[src/rtl/watch_display_driver_pkg.sv]
// Shared constants for the watch display driver: segment patterns, digit
// positions and the mode encodings coming from the watch FSM.
package watch_display_pkg;

   // Active-low segment patterns, bit0 = a ... bit6 = g
   localparam logic [6:0] SEG_0     = 7'h40;
   localparam logic [6:0] SEG_1     = 7'h79;
   localparam logic [6:0] SEG_2     = 7'h24;
   localparam logic [6:0] SEG_3     = 7'h30;
   localparam logic [6:0] SEG_4     = 7'h19;
   localparam logic [6:0] SEG_5     = 7'h12;
   localparam logic [6:0] SEG_6     = 7'h02;
   localparam logic [6:0] SEG_7     = 7'h78;
   localparam logic [6:0] SEG_8     = 7'h00;
   localparam logic [6:0] SEG_9     = 7'h10;
   localparam logic [6:0] SEG_DASH  = 7'h3F;
   localparam logic [6:0] SEG_BLANK = 7'h7F;

   localparam logic [2:0] S_UNI = 3'd0;
   localparam logic [2:0] S_DEZ = 3'd1;
   localparam logic [2:0] M_UNI = 3'd2;
   localparam logic [2:0] M_DEZ = 3'd3;
   localparam logic [2:0] H_UNI = 3'd4;
   localparam logic [2:0] H_DEZ = 3'd5;

   typedef enum logic [1:0] {
      RELOGIO    = 2'b00,
      CRONOMETRO = 2'b01,
      CFG        = 2'b10,
      MODE_NONE  = 2'b11
   } mode_t;

   function automatic logic [2:0] mode_to_led(input mode_t i_mode);
      case (i_mode)
         RELOGIO:    mode_to_led = 3'b001;
         CRONOMETRO: mode_to_led = 3'b010;
         CFG:        mode_to_led = 3'b100;
         default:    mode_to_led = 3'b000;
      endcase
   endfunction

endpackage

[src/rtl/watch_display_driver_bcd_to_7seg.sv]
// Combinational BCD to active-low seven-segment decoder; non-BCD codes
// show a dash so a corrupted digit is visible rather than misleading.
module bcd_to_7seg
   import watch_display_pkg::*;
(
   input  logic [3:0] i_bcd,
   output logic [6:0] o_seg_n
);

   always_comb begin
      o_seg_n = SEG_DASH;
      case (i_bcd)
         4'd0:    o_seg_n = SEG_0;
         4'd1:    o_seg_n = SEG_1;
         4'd2:    o_seg_n = SEG_2;
         4'd3:    o_seg_n = SEG_3;
         4'd4:    o_seg_n = SEG_4;
         4'd5:    o_seg_n = SEG_5;
         4'd6:    o_seg_n = SEG_6;
         4'd7:    o_seg_n = SEG_7;
         4'd8:    o_seg_n = SEG_8;
         4'd9:    o_seg_n = SEG_9;
         default: o_seg_n = SEG_DASH;
      endcase
   end

endmodule

[src/rtl/watch_display_driver.sv]
// Multiplexes six BCD digits onto a shared seven-segment bus, blinks the
// digit under edit in configuration mode and drives the mode LEDs.
module watch_display_driver
   import watch_display_pkg::*;
#(
   parameter int SCAN_DIV  = 50000,
   parameter int BLINK_DIV = 12500000,
   parameter int GUARD     = 2
) (
   input  logic       clk,
   input  logic       reset,
   input  logic [3:0] s_unidade,
   input  logic [3:0] s_dezena,
   input  logic [3:0] m_unidade,
   input  logic [3:0] m_dezena,
   input  logic [3:0] h_unidade,
   input  logic [3:0] h_dezena,
   input  logic [2:0] config_digit,
   input  logic       is_config,
   input  logic [1:0] state_in,
   output logic [6:0] seg_n,
   output logic [5:0] an_n,
   output logic [2:0] mode_led
);

   localparam int SCAN_W  = (SCAN_DIV > 1) ? $clog2(SCAN_DIV) : 1;
   localparam int BLINK_W = (BLINK_DIV > 1) ? $clog2(BLINK_DIV) : 1;
   localparam logic [SCAN_W-1:0]  SCAN_LAST  = SCAN_W'(SCAN_DIV - 1);
   localparam logic [SCAN_W-1:0]  GUARD_C    = SCAN_W'(GUARD);
   localparam logic [BLINK_W-1:0] BLINK_LAST = BLINK_W'(BLINK_DIV - 1);

   logic [SCAN_W-1:0]  r_scan_cnt;
   logic [2:0]         r_idx;
   logic [BLINK_W-1:0] r_blink_cnt;
   logic               r_blink_phase;
   logic               r_is_config_d;
   logic [2:0]         r_config_digit_d;
   logic [6:0]         r_seg_n;
   logic [5:0]         r_an_n;
   logic [2:0]         r_mode_led;

   logic [3:0] w_digit;
   logic [6:0] w_seg_n;
   logic [5:0] w_an_n;
   logic       w_restart;
   logic       w_phase_eff;
   logic       w_blank;

   always_comb begin
      w_digit = 4'hF;
      case (r_idx)
         S_UNI:   w_digit = s_unidade;
         S_DEZ:   w_digit = s_dezena;
         M_UNI:   w_digit = m_unidade;
         M_DEZ:   w_digit = m_dezena;
         H_UNI:   w_digit = h_unidade;
         H_DEZ:   w_digit = h_dezena;
         default: w_digit = 4'hF;
      endcase
   end

   bcd_to_7seg u_dec (
      .i_bcd   (w_digit),
      .o_seg_n (w_seg_n)
   );

   // A restart shows the edited digit in the same update that sees the change.
   always_comb begin
      w_restart   = is_config & (~r_is_config_d | (config_digit != r_config_digit_d));
      w_phase_eff = w_restart ? 1'b0 : r_blink_phase;
      w_blank     = is_config & (config_digit == r_idx) & w_phase_eff;
      if (r_scan_cnt < GUARD_C) begin
         w_an_n = 6'h3F;
      end else begin
         w_an_n = ~(6'b000001 << r_idx);
      end
   end

   always_ff @(posedge clk or negedge reset) begin
      if (!reset) begin
         r_scan_cnt       <= '0;
         r_idx            <= S_UNI;
         r_blink_cnt      <= '0;
         r_blink_phase    <= 1'b0;
         r_is_config_d    <= 1'b0;
         r_config_digit_d <= 3'd0;
         r_seg_n          <= SEG_BLANK;
         r_an_n           <= 6'h3F;
         r_mode_led       <= 3'b000;
      end else begin
         if (r_scan_cnt == SCAN_LAST) begin
            r_scan_cnt <= '0;
            r_idx      <= (r_idx == H_DEZ) ? S_UNI : r_idx + 3'd1;
         end else begin
            r_scan_cnt <= r_scan_cnt + SCAN_W'(1);
         end

         if (w_restart) begin
            r_blink_cnt   <= '0;
            r_blink_phase <= 1'b0;
         end else if (r_blink_cnt == BLINK_LAST) begin
            r_blink_cnt   <= '0;
            r_blink_phase <= ~r_blink_phase;
         end else begin
            r_blink_cnt <= r_blink_cnt + BLINK_W'(1);
         end

         r_is_config_d    <= is_config;
         r_config_digit_d <= config_digit;
         r_seg_n          <= w_blank ? SEG_BLANK : w_seg_n;
         r_an_n           <= w_an_n;
         r_mode_led       <= mode_to_led(mode_t'(state_in));
      end
   end

   assign seg_n    = r_seg_n;
   assign an_n     = r_an_n;
   assign mode_led = r_mode_led;

endmodule

[config.mk]
export PLATFORM = sky130hd
export DESIGN_NAME = watch_display_driver
export DESIGN_NICKNAME = d
export VERILOG_FILES = /design/src/rtl/watch_display_driver_pkg.sv /design/src/rtl/watch_display_driver_bcd_to_7seg.sv /design/src/rtl/watch_display_driver.sv
export SDC_FILE = /design/constraint.sdc
export NUM_CORES = 1
export LEC_CHECK = 0
export BUFFER_PORTS_ARGS = -buffer_cell sky130_fd_sc_hd__buf_2
export CAP_MARGIN = 20
export CORE_AREA = 2 2 82 76
export CTS_CLUSTER_SIZE = 20
export DETAILED_ROUTE_END_ITERATION = 8
export DIE_AREA = 0 0 84 78
export PLACE_DENSITY = 0.79
export SYNTH_ARGS = -nofsm -noshare
export SYNTH_HDL_FRONTEND = slang
export SYNTH_SLANG_ARGS = --single-unit
[constraint.sdc]
create_clock -name clk -period 3 [get_ports clk]
set_clock_uncertainty 0.2 [all_clocks]
set_input_delay 0.15 -clock clk [delete_from_list [all_inputs] [get_ports clk]]
set_output_delay 0.15 -clock clk [all_outputs]
set_load 0.05 [all_outputs]
==> results of run 1 <==
[power by group through the flow]
stage,Combinational (mW),Sequential [mW],Clock (mW)
final,0.155,0.895,0.841
after global routing,0.170,0.897,0.890
after CTS,0.157,0.896,0.855
after detailed placement,0.147,0.911,0
after global placement,0.145,0.910,0
after floorplan,0.0521,0.948,0
[state kept, by name, summed over array words and instances, names as in the netlist]
register	cells
an_n	6
mode_led	3
r_blink_cnt	24
r_blink_phase	1
r_config_digit_d	3
r_idx	3
r_is_config_d	1
r_scan_cnt	16
seg_n	7
[layer usage]
metal / GRT usage (%) / vias to the layer above / routed length [um]
met5: 0 / - / 0
met4: 8.87 / 0 / 136
met3: 7.45 / 17 / 333
met2: 35.0 / 56 / 3160
met1: 25.9 / 1191 / 2740
li1: - / 1200 / -
[worst reg2reg max path: cells and delay by family (launching register included)]
family | cells | cell delay [ns]
AOI/OAI and AO/OA | 4 | 0.93
buffers and inverters | 2 | 0.26
adders and majority gates | 2 | 0.50
and+or+nand+nor | 2 | 0.31
DFF | 1 | 0.48
[repair_timing]
action                     CTS  global route
setup endpoints to repair    0             0
buffers inserted             0             0
hold buffers                 8             0
hold endpoints to repair    60             0
[metrics by stage]
stage | total power, mW | std cells | area, um^2
detailed placement | 1.06 | 429 | 3490
CTS | 1.91 | 453 | 3800
floorplan | 1.00 | 316 | 3190
global route | 1.96 | 453 | 3800
global placement | 1.05 | 429 | 3490
finish | 1.89 | 453 | 3800
[cell usage after synthesis (all sizes together) (2+ instances only)]
library cell  count  share of area [%]
nor2             53                6.2
dfrtp            51                 40
nand2            25                2.9
nand3            24                3.8
xnor2            22                6.0
xor2             22                6.0
dfstp            13                 11
inv              11                1.3
nand4            10                2.0
nor3             10                1.9
and3              9                1.8
mux2              7                2.7
buf               6                1.5
ha                6                2.4
nor2b             6                1.2
nor4              5                1.2
o21ai             5                1.1
a22oi             4               0.94
a211oi            3               0.86
clkbuf            3               0.35
a221oi            2               0.55
a32oi             2               0.55
and2              2               0.39
o31ai             2               0.47
[worst paths after layout]
path	from	end	slack, ns	cells past startpoint
worst max-delay path	r_idx[0]$_DFFE_PN0N_	seg_n[3]$_DFF_PN1_	0.25	10
worst min-delay path	h_dezena[0]	seg_n[4]$_DFF_PN1_	0.17	5
worst max register to register	r_idx[0]$_DFFE_PN0N_	seg_n[3]$_DFF_PN1_	0.25	10
worst min register to register	r_scan_cnt[0]$_DFF_PN0_	r_scan_cnt[0]$_DFF_PN0_	0.26	1
max in group asynchronous	reset	r_blink_cnt[14]$_DFF_PN0_	1.79	3
min in group asynchronous	reset	mode_led[2]$_DFF_PN0_	0.30	3
[final cells by class]
cell class	instances	area (um^2)	share of cell area, %
sequential	64	1620	42.5
multi-input combinational	232	1480	38.8
timing repair buffer	60	353	9.27
clock buffer	10	138	3.62
clock inverter	6	92.6	2.43
tap	70	87.6	2.30
inverter	11	41.3	1.09
[cells by family (layout without fill, tap and decap cells)]
group	after synthesis	after routing	share of synthesized area [%]
AO/OA/AOI/OAI	23	23	5.80
XOR/XNOR	44	44	12.1
adder cells (fa/ha/maj)	6	6	2.35
buffers and inverters	20	87	3.10
flip-flops	64	64	50.7
multiplexers	7	7	2.70
AND/OR/NAND/NOR	152	152	23.3
==> summary.md, run 1 <==
| Metric | Value |
|---|---|
| Status | `complete, no violations` |
| Worst-Margin Slew | `0.772 ns` |
| CTS tree | `built` |
| FF+latch count, synth | `64` |
| Fill count | `446` |
| Hold Path Class | `in -> reg` |
| Die Wd | `about 84 um` |
| Core ar. | `between 5000 and 6000 um^2` |
| Largest net degree at the start of global routing | `65` |
| Antenna Diode Count | `0` |
| Main synth FF type | `dfrtp_1` |
| Full die area | `6550 um^2` |
| Layout cells sized above 1 | `around 25%` |
| Fin util | `between 60 and 70%` |
| Root Driver | `clkbuf_8` |
| Starting Density | `a little under three fifths` |
| Critical path required time | `3.05 ns` |
| Clock share of power | `44.5%` |
| Port bufs | `47` |
| Detailed-route wire length per cell | `14.1 um` |
| Std-Cell Rows | `26` |
| I/O Pins | `48` |
| Syn Area/Cell | `10.1 um^2` |
| Via count | `about 2500` |
| Worst-path fanout max | `9` |
| Die Ht | `78 um` |
| Final hold viol count | `0` |
| Post-synth EDFFs | `0` |
| Setup WS pre-CTS | `0.339 ns` |
| Max-Cap Viols | `0` |
| Setup_tns | `0 ns` |
| Crit-path slowest cell | `dfrtp_1` |
| Internal power | `1.43 mW` |
| WS Path Type | `reg -> reg` |
| Initial antenna violation count | `0` |
| Leading cell type in the layout, fill and taps excluded | `nor2_1` |
| Most frequent cells in the layout | `53 x nor2_1, 51 x dfrtp_1, 47 x buf_2, 25 x nand2_1, 24 x nand3_1` |
| Seq/Total Area, Yosys | `between 50% and 60%` |
| Synth Cell Area | `3190 um^2` |
| Drt first pass iters | `7` |
| Distinct cells, synth | `46` |
| Sequential group share of total power | `47.3%` |
| # resized after CTS | `0` |
| Worst EP arrival | `2.80 ns` |
| Combinational fraction of design power | `8.2%` |
| Global Route Usage Sum | `21.4%` |
| 1st-iter DRT viols | `~180` |
| Clock tree buffer depth | `2` |
| Pwr dens | `approximately 500 nW/um^2` |
| Sw power | `457 uW` |
| Final Net Count | `416` |
| H-tree depth | `3` |
| Clock Latency Late Sink | `0.34 ns` |
| Fin crit share | `91.6%` |
| Vias in the first global route | `around 2500` |
| Critical path buffers and inverters | `2` |
| Fraction of registers with async set/reset | `100%` |
| First-pass GRT wire length | `11100 um` |
| Worst setup SP type | `register` |
| Yosys Warn Count | `0` |
| Fmax | `364 MHz` |
| Crit-path max cell delay | `around 0.48 ns` |
| VDD IR max | `0.618 mV` |
| TritonCTS buffer count | `9` |
| Lkg Pwr | `1.69 nW` |
| Kind of cell adding the most delay to the critical path | `compound AO/OA/AOI/OAI gates` |
| Crit-path cells | `inv_1 -> nor2_1 -> ha_1 -> o21ba_2 -> a211oi_1 -> o21ai_4 -> inv_1 -> ha_1 -> and3_1 -> o31ai_1` |
| Final WL | `6370 um` |
| Grt total ovfl | `0` |
| Period minus WS final | `2.75 ns` |
| Gpl congestion | `0.869` |
| CTS clk-pin slew, worst paths | `0.07 ns` |
| Synth Net Count | `354` |
| Vias/cell | `5.44` |
| Final Max Slew Viols | `0` |
| Worst setup EP type | `register` |
| Worst Hold Slack | `0.173 ns` |
| Unrepaired setup endpoints after global routing | `false` |
| Antenna-violating nets left | `0` |
| # setup viols final | `0` |
| Post-Syn Instances | `about 320` |
| CTS sink count | `64` |
| DRC Markers | `0` |
| Rel. slew slack | `48.5%` |
| Dpl hpwl | `about 4400 um` |
| Final worst setup slack | `around 0.25 ns` |
| Sw Share | `between 20% and 30%` |
| Area Growth Syn to Fin | `19.2%` |
Note: power is estimated with default switching activity, not from simulation.
==> inputs of run 2 (changes only) <==
--- a/config.mk
+++ b/config.mk
@@ -12,6 +12,7 @@
 export DETAILED_ROUTE_END_ITERATION = 8
 export DIE_AREA = 0 0 84 78
 export PLACE_DENSITY = 0.79
+export REMOVE_ABC_BUFFERS = 1
 export SYNTH_ARGS = -nofsm -noshare
 export SYNTH_HDL_FRONTEND = slang
 export SYNTH_SLANG_ARGS = --single-unit
==> summary.md, run 2 (synthesis results as in run 1) <==
| Metric | Value |
|---|---|
| Status | `complete, no violations (unchanged)` |
| Placed Cells | `428 (was 429)` |
| Initial antenna violation count | `0 (unchanged)` |
| WS Path Type | `reg -> reg (unchanged)` |
| Starting Density | `56.7% (unchanged)` |
| # setup viols final | `0 (unchanged)` |
| Worst-Margin Slew | `0.538 ns (was 0.772 ns)` |
| Critical path required time | `3.05 ns (about the same)` |
| CTS sink count | `64 (unchanged)` |
| Fin crit share | `91.3% (was 91.6%)` |
| Final Max Slew Viols | `0 (unchanged)` |
| Port bufs | `47 (unchanged)` |
| Clock Latency Late Sink | `0.33 ns (was 0.34 ns)` |
| CTS clk-pin slew, worst paths | `0.07 ns (about the same)` |
| Crit-path max cell delay | `0.49 ns (was 0.48 ns)` |
| Rel. slew slack | `63.9% (was 48.5%)` |
| Final WL | `6330 um (was 6370 um)` |
| Area Growth Syn to Fin | `19.1% (was 19.2%)` |
| Unrepaired setup endpoints after global routing | `false (unchanged)` |
| Hold Path Class | `in -> async (was in -> reg)` |
| TritonCTS buffer count | `9 (unchanged)` |
| 1st-iter DRT viols | `103 (was 182)` |
| Worst setup EP type | `register (unchanged)` |
| Worst EP arrival | `2.79 ns (was 2.80 ns)` |
| Worst setup SP type | `register (unchanged)` |
| Most frequent cells in the layout | `53 x nor2_1, 51 x dfrtp_1, 47 x buf_2, 25 x nand2_1, 24 x nand3_1 (unchanged)` |
| Final worst setup slack | `0.262 ns (was 0.252 ns)` |
| I/O Pins | `48 (unchanged)` |
| Vias/cell | `5.36 (was 5.44)` |
| Detailed-route wire length per cell | `14.0 um (was 14.1 um)` |
| Critical path buffers and inverters | `2 (unchanged)` |
| Grt total ovfl | `0 (unchanged)` |
| Lkg Pwr | `1.70 nW (was 1.69 nW)` |
| Setup Fix Bufs, Post-CTS | `0 (unchanged)` |
| Final cell count without fillers | `452 (was 453)` |
| Full die area | `6550 um^2 (unchanged)` |
| First-pass GRT wire length | `11000 um (was 11100 um)` |
| Die Wd | `84 um (unchanged)` |
| Leading cell type in the layout, fill and taps excluded | `nor2_1 (unchanged)` |
| Core ar. | `5630 um^2 (unchanged)` |
| Setup_tns | `0 ns (unchanged)` |
| Gpl congestion | `0.977 (was 0.869)` |
| DRC Markers | `0 (unchanged)` |
| Die Ht | `78 um (unchanged)` |
| Root Driver | `clkbuf_8 (unchanged)` |
| Global Route Usage Sum | `21.3% (was 21.4%)` |
| VDD IR max | `0.330 mV (was 0.618 mV)` |
| Crit-path cells | `inv_1 -> nor2_1 -> ha_1 -> o21ba_2 -> a211oi_1 -> o21ai_4 -> inv_1 -> ha_1 -> and3_1 -> o31ai_1 (unchanged)` |
| Layout cells sized above 1 | `25.1% (was 25.3%)` |
| Max-Cap Viols | `0 (unchanged)` |
| Final Net Count | `415 (was 416)` |
| Std-Cell Rows | `26 (unchanged)` |
| Antenna-violating nets left | `0 (unchanged)` |
| H-tree depth | `3 (unchanged)` |
| Power Total | `1.86 mW (was 1.89 mW)` |
| Period minus WS final | `2.74 ns (was 2.75 ns)` |
| Via count | `2422 (was 2464)` |
| Fmax | `365 MHz (was 364 MHz)` |
| Pwr dens | `489 nW/um^2 (was 497 nW/um^2)` |
| Worst Hold Slack | `0.155 ns (was 0.173 ns)` |
| Antenna Diode Count | `0 (unchanged)` |
| Max reg flops | `24 (unchanged)` |
| Largest register by flop count | `r_blink_cnt (unchanged)` |
| Vias in the first global route | `2385 (was 2465)` |
| Clock tree buffer depth | `2 (unchanged)` |
| Setup WS pre-CTS | `0.310 ns (was 0.339 ns)` |
| Worst-path fanout max | `9 (unchanged)` |
| Final hold viol count | `0 (unchanged)` |
| Dpl hpwl | `4310 um (was 4370 um)` |
| Crit-path slowest cell | `dfrtp_1 (unchanged)` |
| Drt first pass iters | `4 (was 7)` |
| CTS tree | `built (unchanged)` |
| Largest net degree at the start of global routing | `65 (unchanged)` |
| Kind of cell adding the most delay to the critical path | `compound AO/OA/AOI/OAI gates (unchanged)` |
| Fill count | `434 (was 446)` |
[run 2: cell count changes in the layout (fill, tap and decap cells not counted), sizes merged]
| cell | change |
|---|---|
| buf | -1 |
| clkinvlp | -1 |
| clkinv | +1 |
[run 2: path summary, 6_finish.rpt]
kind / slack [ns] / cells after the start / start / endpoint
max: 0.26 / 10 / r_idx[0]$_DFFE_PN0N_ / seg_n[3]$_DFF_PN1_
min: 0.16 / 3 / reset / r_blink_cnt[10]$_DFF_PN0_
max reg2reg: 0.26 / 10 / r_idx[0]$_DFFE_PN0N_ / seg_n[3]$_DFF_PN1_
min reg2reg: 0.25 / 1 / r_scan_cnt[0]$_DFF_PN0_ / r_scan_cnt[0]$_DFF_PN0_
max in group asynchronous: 2.13 / 3 / reset / an_n[2]$_DFF_PN1_
min in group clk: 0.17 / 5 / h_dezena[0] / seg_n[4]$_DFF_PN1_
[run 2: layout make-up]
| type | instances | area [um^2] | area share [%] |
|---|---|---|---|
| sequential | 64 | 1620 | 42.6 |
| multi-input combinational | 232 | 1480 | 38.8 |
| timing repair buffer | 59 | 358 | 9.42 |
| clock buffer | 10 | 138 | 3.62 |
| tap | 70 | 87.6 | 2.30 |
| clock inverter | 6 | 82.6 | 2.17 |
| inverter | 11 | 41.3 | 1.09 |
[run 2: where the power goes]
part	internal, mW	switching, mW
clock	0.486	0.317
sequential	0.887	0.00919
combinational	0.0574	0.101
[run 2: worst register-to-register path: stages (launching register included)]
cell and delay, ns:
dfrtp_1 0.49, inv_1 0.16, nor2_1 0.12, ha_1 0.27, o21ba_2 0.22, a211oi_1 0.36
o21ai_4 0.12, inv_1 0.10, ha_1 0.25, and3_1 0.16, o31ai_1 0.22
[run 2: routing by layer]
metal  routed length (um)  track usage [%]  vias to the layer above
li1                     -                -                     1200
met1                 2980             28.8                     1143
met2                 2970             33.1                       64
met3                  257             6.70                       15
met4                  123             5.97                        0
met5                    0                0                        -
[run 2: what timing repair did]
item                                   4_1_cts  5_1_grt
hold buffers                                 8        0
endpoints found under the hold margin       73        0
resized for setup                            0        0
[run 2: stage by stage]
step	cell area [um^2]	util [%]
global placement	3500	62.2
global route	3800	67.5
floorplan	3130	-
detailed placement	3500	62.2
CTS	3800	67.5
finish	3800	67.5
==> inputs of run 3 (changes only) <==
--- a/config.mk
+++ b/config.mk
@@ -7,11 +7,11 @@
 export LEC_CHECK = 0
 export BUFFER_PORTS_ARGS = -buffer_cell sky130_fd_sc_hd__buf_2
 export CAP_MARGIN = 20
-export CORE_AREA = 2 2 82 76
+export CORE_AREA = 2 2 80 75
 export CTS_CLUSTER_SIZE = 20
 export DETAILED_ROUTE_END_ITERATION = 8
-export DIE_AREA = 0 0 84 78
-export PLACE_DENSITY = 0.79
+export DIE_AREA = 0 0 82 77
+export PLACE_DENSITY = 0.82
 export REMOVE_ABC_BUFFERS = 1
 export SYNTH_ARGS = -nofsm -noshare
 export SYNTH_HDL_FRONTEND = slang
==> constraint.sdc (replaced) <==
create_clock -name clk -period 3.4 [get_ports clk]
set_clock_uncertainty 0.2 [all_clocks]
set_input_delay 0.17 -clock clk [delete_from_list [all_inputs] [get_ports clk]]
set_output_delay 0.17 -clock clk [all_outputs]
set_load 0.05 [all_outputs]
==> summary.md, run 3 (synthesis results as in run 1) <==
| Metric | Value |
|---|---|
| Worst setup EP type | `register (unchanged)` |
| WS Path Type | `reg -> reg (unchanged)` |
| Final Max Slew Viols | `0 (unchanged)` |
| Kind of cell adding the most delay to the critical path | `compound AO/OA/AOI/OAI gates (unchanged)` |
| Unrepaired setup endpoints after global routing | `false (unchanged)` |
| Internal power | `1.31 mW (was 1.43 mW)` |
| Setup Fix Bufs, Post-CTS | `0 (unchanged)` |
| I/O Pins | `48 (unchanged)` |
| Port bufs | `47 (unchanged)` |
| Reg area | `1620 um^2 (unchanged)` |
| Clock tree buffer depth | `2 (unchanged)` |
| CTS clk-pin slew, worst paths | `0.07 ns (about the same)` |
| Flop2flop setup slack | `0.50 ns (was 0.26 ns)` |
| Grt total ovfl | `0 (unchanged)` |
| VDD IR max | `0.332 mV (was 0.330 mV)` |
| Worst-Margin Slew | `0.578 ns (was 0.538 ns)` |
| Root Driver | `clkbuf_8 (unchanged)` |
| Crit-path max cell delay | `0.59 ns (was 0.49 ns)` |
| Leading cell type in the layout, fill and taps excluded | `nor2_1 (unchanged)` |
| Status | `complete, no violations (unchanged)` |
| H-tree depth | `3 (unchanged)` |
| Detailed-route wire length per cell | `14.1 um (was 14.0 um)` |
| Initial antenna violation count | `0 (unchanged)` |
| Final Net Count | `413 (was 415)` |
| # resized after CTS | `0 (unchanged)` |
| Critical path startpoint | `r_idx[1]$_DFFE_PN0N_ (was r_idx[0]$_DFFE_PN0N_)` |
| Setup WS pre-CTS | `0.615 ns (was 0.310 ns)` |
| Via count | `2439 (was 2422)` |
| Layout cells sized above 1 | `24.2% (was 25.1%)` |
| Fill count | `411 (was 434)` |
| Drt first pass iters | `4 (unchanged)` |
| Full die area | `6310 um^2 (was 6550 um^2)` |
| Gpl congestion | `0.931 (was 0.977)` |
| Largest register by flop count | `r_blink_cnt (unchanged)` |
| Largest net degree at the start of global routing | `39 (was 65)` |
| Final hold viol count | `0 (unchanged)` |
| Setup_tns | `0 ns (unchanged)` |
| Global Route Usage Sum | `22.3% (was 21.3%)` |
| CTS tree | `built (unchanged)` |
| Core ar. | `5470 um^2 (was 5630 um^2)` |
| Final worst setup slack | `0.502 ns (was 0.262 ns)` |
| Sw power | `365 uW (was 427 uW)` |
| 1st-iter DRT viols | `87 (was 103)` |
| Antenna Diode Count | `0 (unchanged)` |
| Vias/cell | `5.42 (was 5.36)` |
| # setup viols final | `0 (unchanged)` |
| Vias in the first global route | `2409 (was 2385)` |
| Worst EP arrival | `2.94 ns (was 2.79 ns)` |
| Pwr dens | `441 nW/um^2 (was 489 nW/um^2)` |
| Final cell count without fillers | `450 (was 452)` |
| Sequential group share of total power | `47.4% (was 48.3%)` |
| Combinational fraction of design power | `8.2% (was 8.5%)` |
| Hold Path Class | `in -> async (unchanged)` |
| DRC Markers | `0 (unchanged)` |
| Area Growth Syn to Fin | `18.6% (was 19.1%)` |
| Critical path buffers and inverters | `2 (unchanged)` |
| Die Ht | `77 um (was 78 um)` |
| Critical path required time | `3.44 ns (was 3.05 ns)` |
| Hold Buf Count CTS | `8 (unchanged)` |
| Die Wd | `82 um (was 84 um)` |
| CTS sink count | `64 (unchanged)` |
| Max reg flops | `24 (unchanged)` |
| Multi-input gate area | `1480 um^2 (unchanged)` |
| Sw Share | `21.8% (was 23.0%)` |
| Worst-path fanout max | `14 (was 9)` |
| Placed Cells | `426 (was 428)` |
| Crit-path slowest cell | `dfrtp_1 (unchanged)` |
| Final WL | `6330 um (about the same)` |
| Clock share of power | `44.4% (was 43.2%)` |
| Period minus WS final | `2.90 ns (was 2.74 ns)` |
| Std-Cell Rows | `26 (unchanged)` |
| Most frequent cells in the layout | `53 x nor2_1, 51 x dfrtp_1, 47 x buf_2, 25 x nand2_1, 24 x nand3_1 (unchanged)` |
| Fmax | `345 MHz (was 365 MHz)` |
| Dpl hpwl | `4340 um (was 4310 um)` |
| Starting Density | `58.4% (was 56.7%)` |
| TritonCTS buffer count | `9 (unchanged)` |
| Lkg Pwr | `1.69 nW (was 1.70 nW)` |
| Crit-path cells | `inv_1 -> nor2_1 -> ha_1 -> o21ba_2 -> a211oi_1 -> o21ai_4 -> inv_1 -> ha_1 -> and3_1 -> o31ai_1 (unchanged)` |
| First-pass GRT wire length | `10800 um (was 11000 um)` |
| Antenna-violating nets left | `0 (unchanged)` |
| Worst setup SP type | `register (unchanged)` |
| Clock Latency Late Sink | `0.33 ns (about the same)` |
| Max-Cap Viols | `0 (unchanged)` |
| Worst R2R Start | `r_idx[1]$_DFFE_PN0N_ (was r_idx[0]$_DFFE_PN0N_)` |
| Fin crit share | `85.2% (was 91.3%)` |
| Rel. slew slack | `61.5% (was 63.9%)` |
==> run 3: cell count changes in the layout (fill, tap and decap cells not counted), sizes merged <==
cell and change:
buf -2, clkinvlp -1, clkbuf +4, clkinv -3
==> run 3: metal layers <==
layer | wire, um | global-route usage (%)
met5 | 0 | 0
met4 | 85 | 6.67
met3 | 313 | 7.29
met1 | 2690 | 28.4
met2 | 3240 | 35.9
==> run 3: through the flow <==
stage                     hold WS, ns  power, mW  area [um^2]  util, %
after global placement        0.00241      0.931         3470     63.5
after detailed placement      0.00465      0.933         3470     63.5
final                           0.164       1.67         3780     69.3
after CTS                       0.137       1.69         3780     69.3
after global routing            0.240       1.73         3780     69.3
after floorplan                -0.326      0.881         3130        -
==> run 3: worst reg2reg max path, cell delays in order (launching register included) <==
cell and delay, ns:
dfrtp_1 0.59, inv_1 0.14, nor2_1 0.13, ha_1 0.27
o21ba_2 0.22, a211oi_1 0.37, o21ai_4 0.12, inv_1 0.11
ha_1 0.25, and3_1 0.16, o31ai_1 0.26
==> run 3: path summary, 6_finish.rpt <==
path,endpoint,depth (start not counted)
max,seg_n[3]$_DFF_PN1_,10
min,r_blink_cnt[9]$_DFF_PN0_,2
max reg2reg,seg_n[3]$_DFF_PN1_,10
min reg2reg,r_scan_cnt[0]$_DFF_PN0_,1
max in group asynchronous,an_n[4]$_DFF_PN1_,3
min in group clk,seg_n[6]$_DFF_PN1_,5
==> run 3: final cells by class <==
type	count	share of cell area, %
Clock buffer	14	4.56
Clock inverter	2	1.59
Inverter	11	1.09
Multi-Input combinational cell	232	39.0
Sequential cell	64	42.7
Tap cell	70	2.31
Timing Repair Buffer	57	8.73
==> run 3: power groups by stage <==
stage	clock (mW)	sequential [mW]	combinational [mW]
after floorplan	0	0.837	0.0440
after global placement	0	0.804	0.127
after detailed placement	0	0.804	0.129
after CTS	0.758	0.791	0.137
after global routing	0.787	0.792	0.152
final	0.742	0.791	0.137
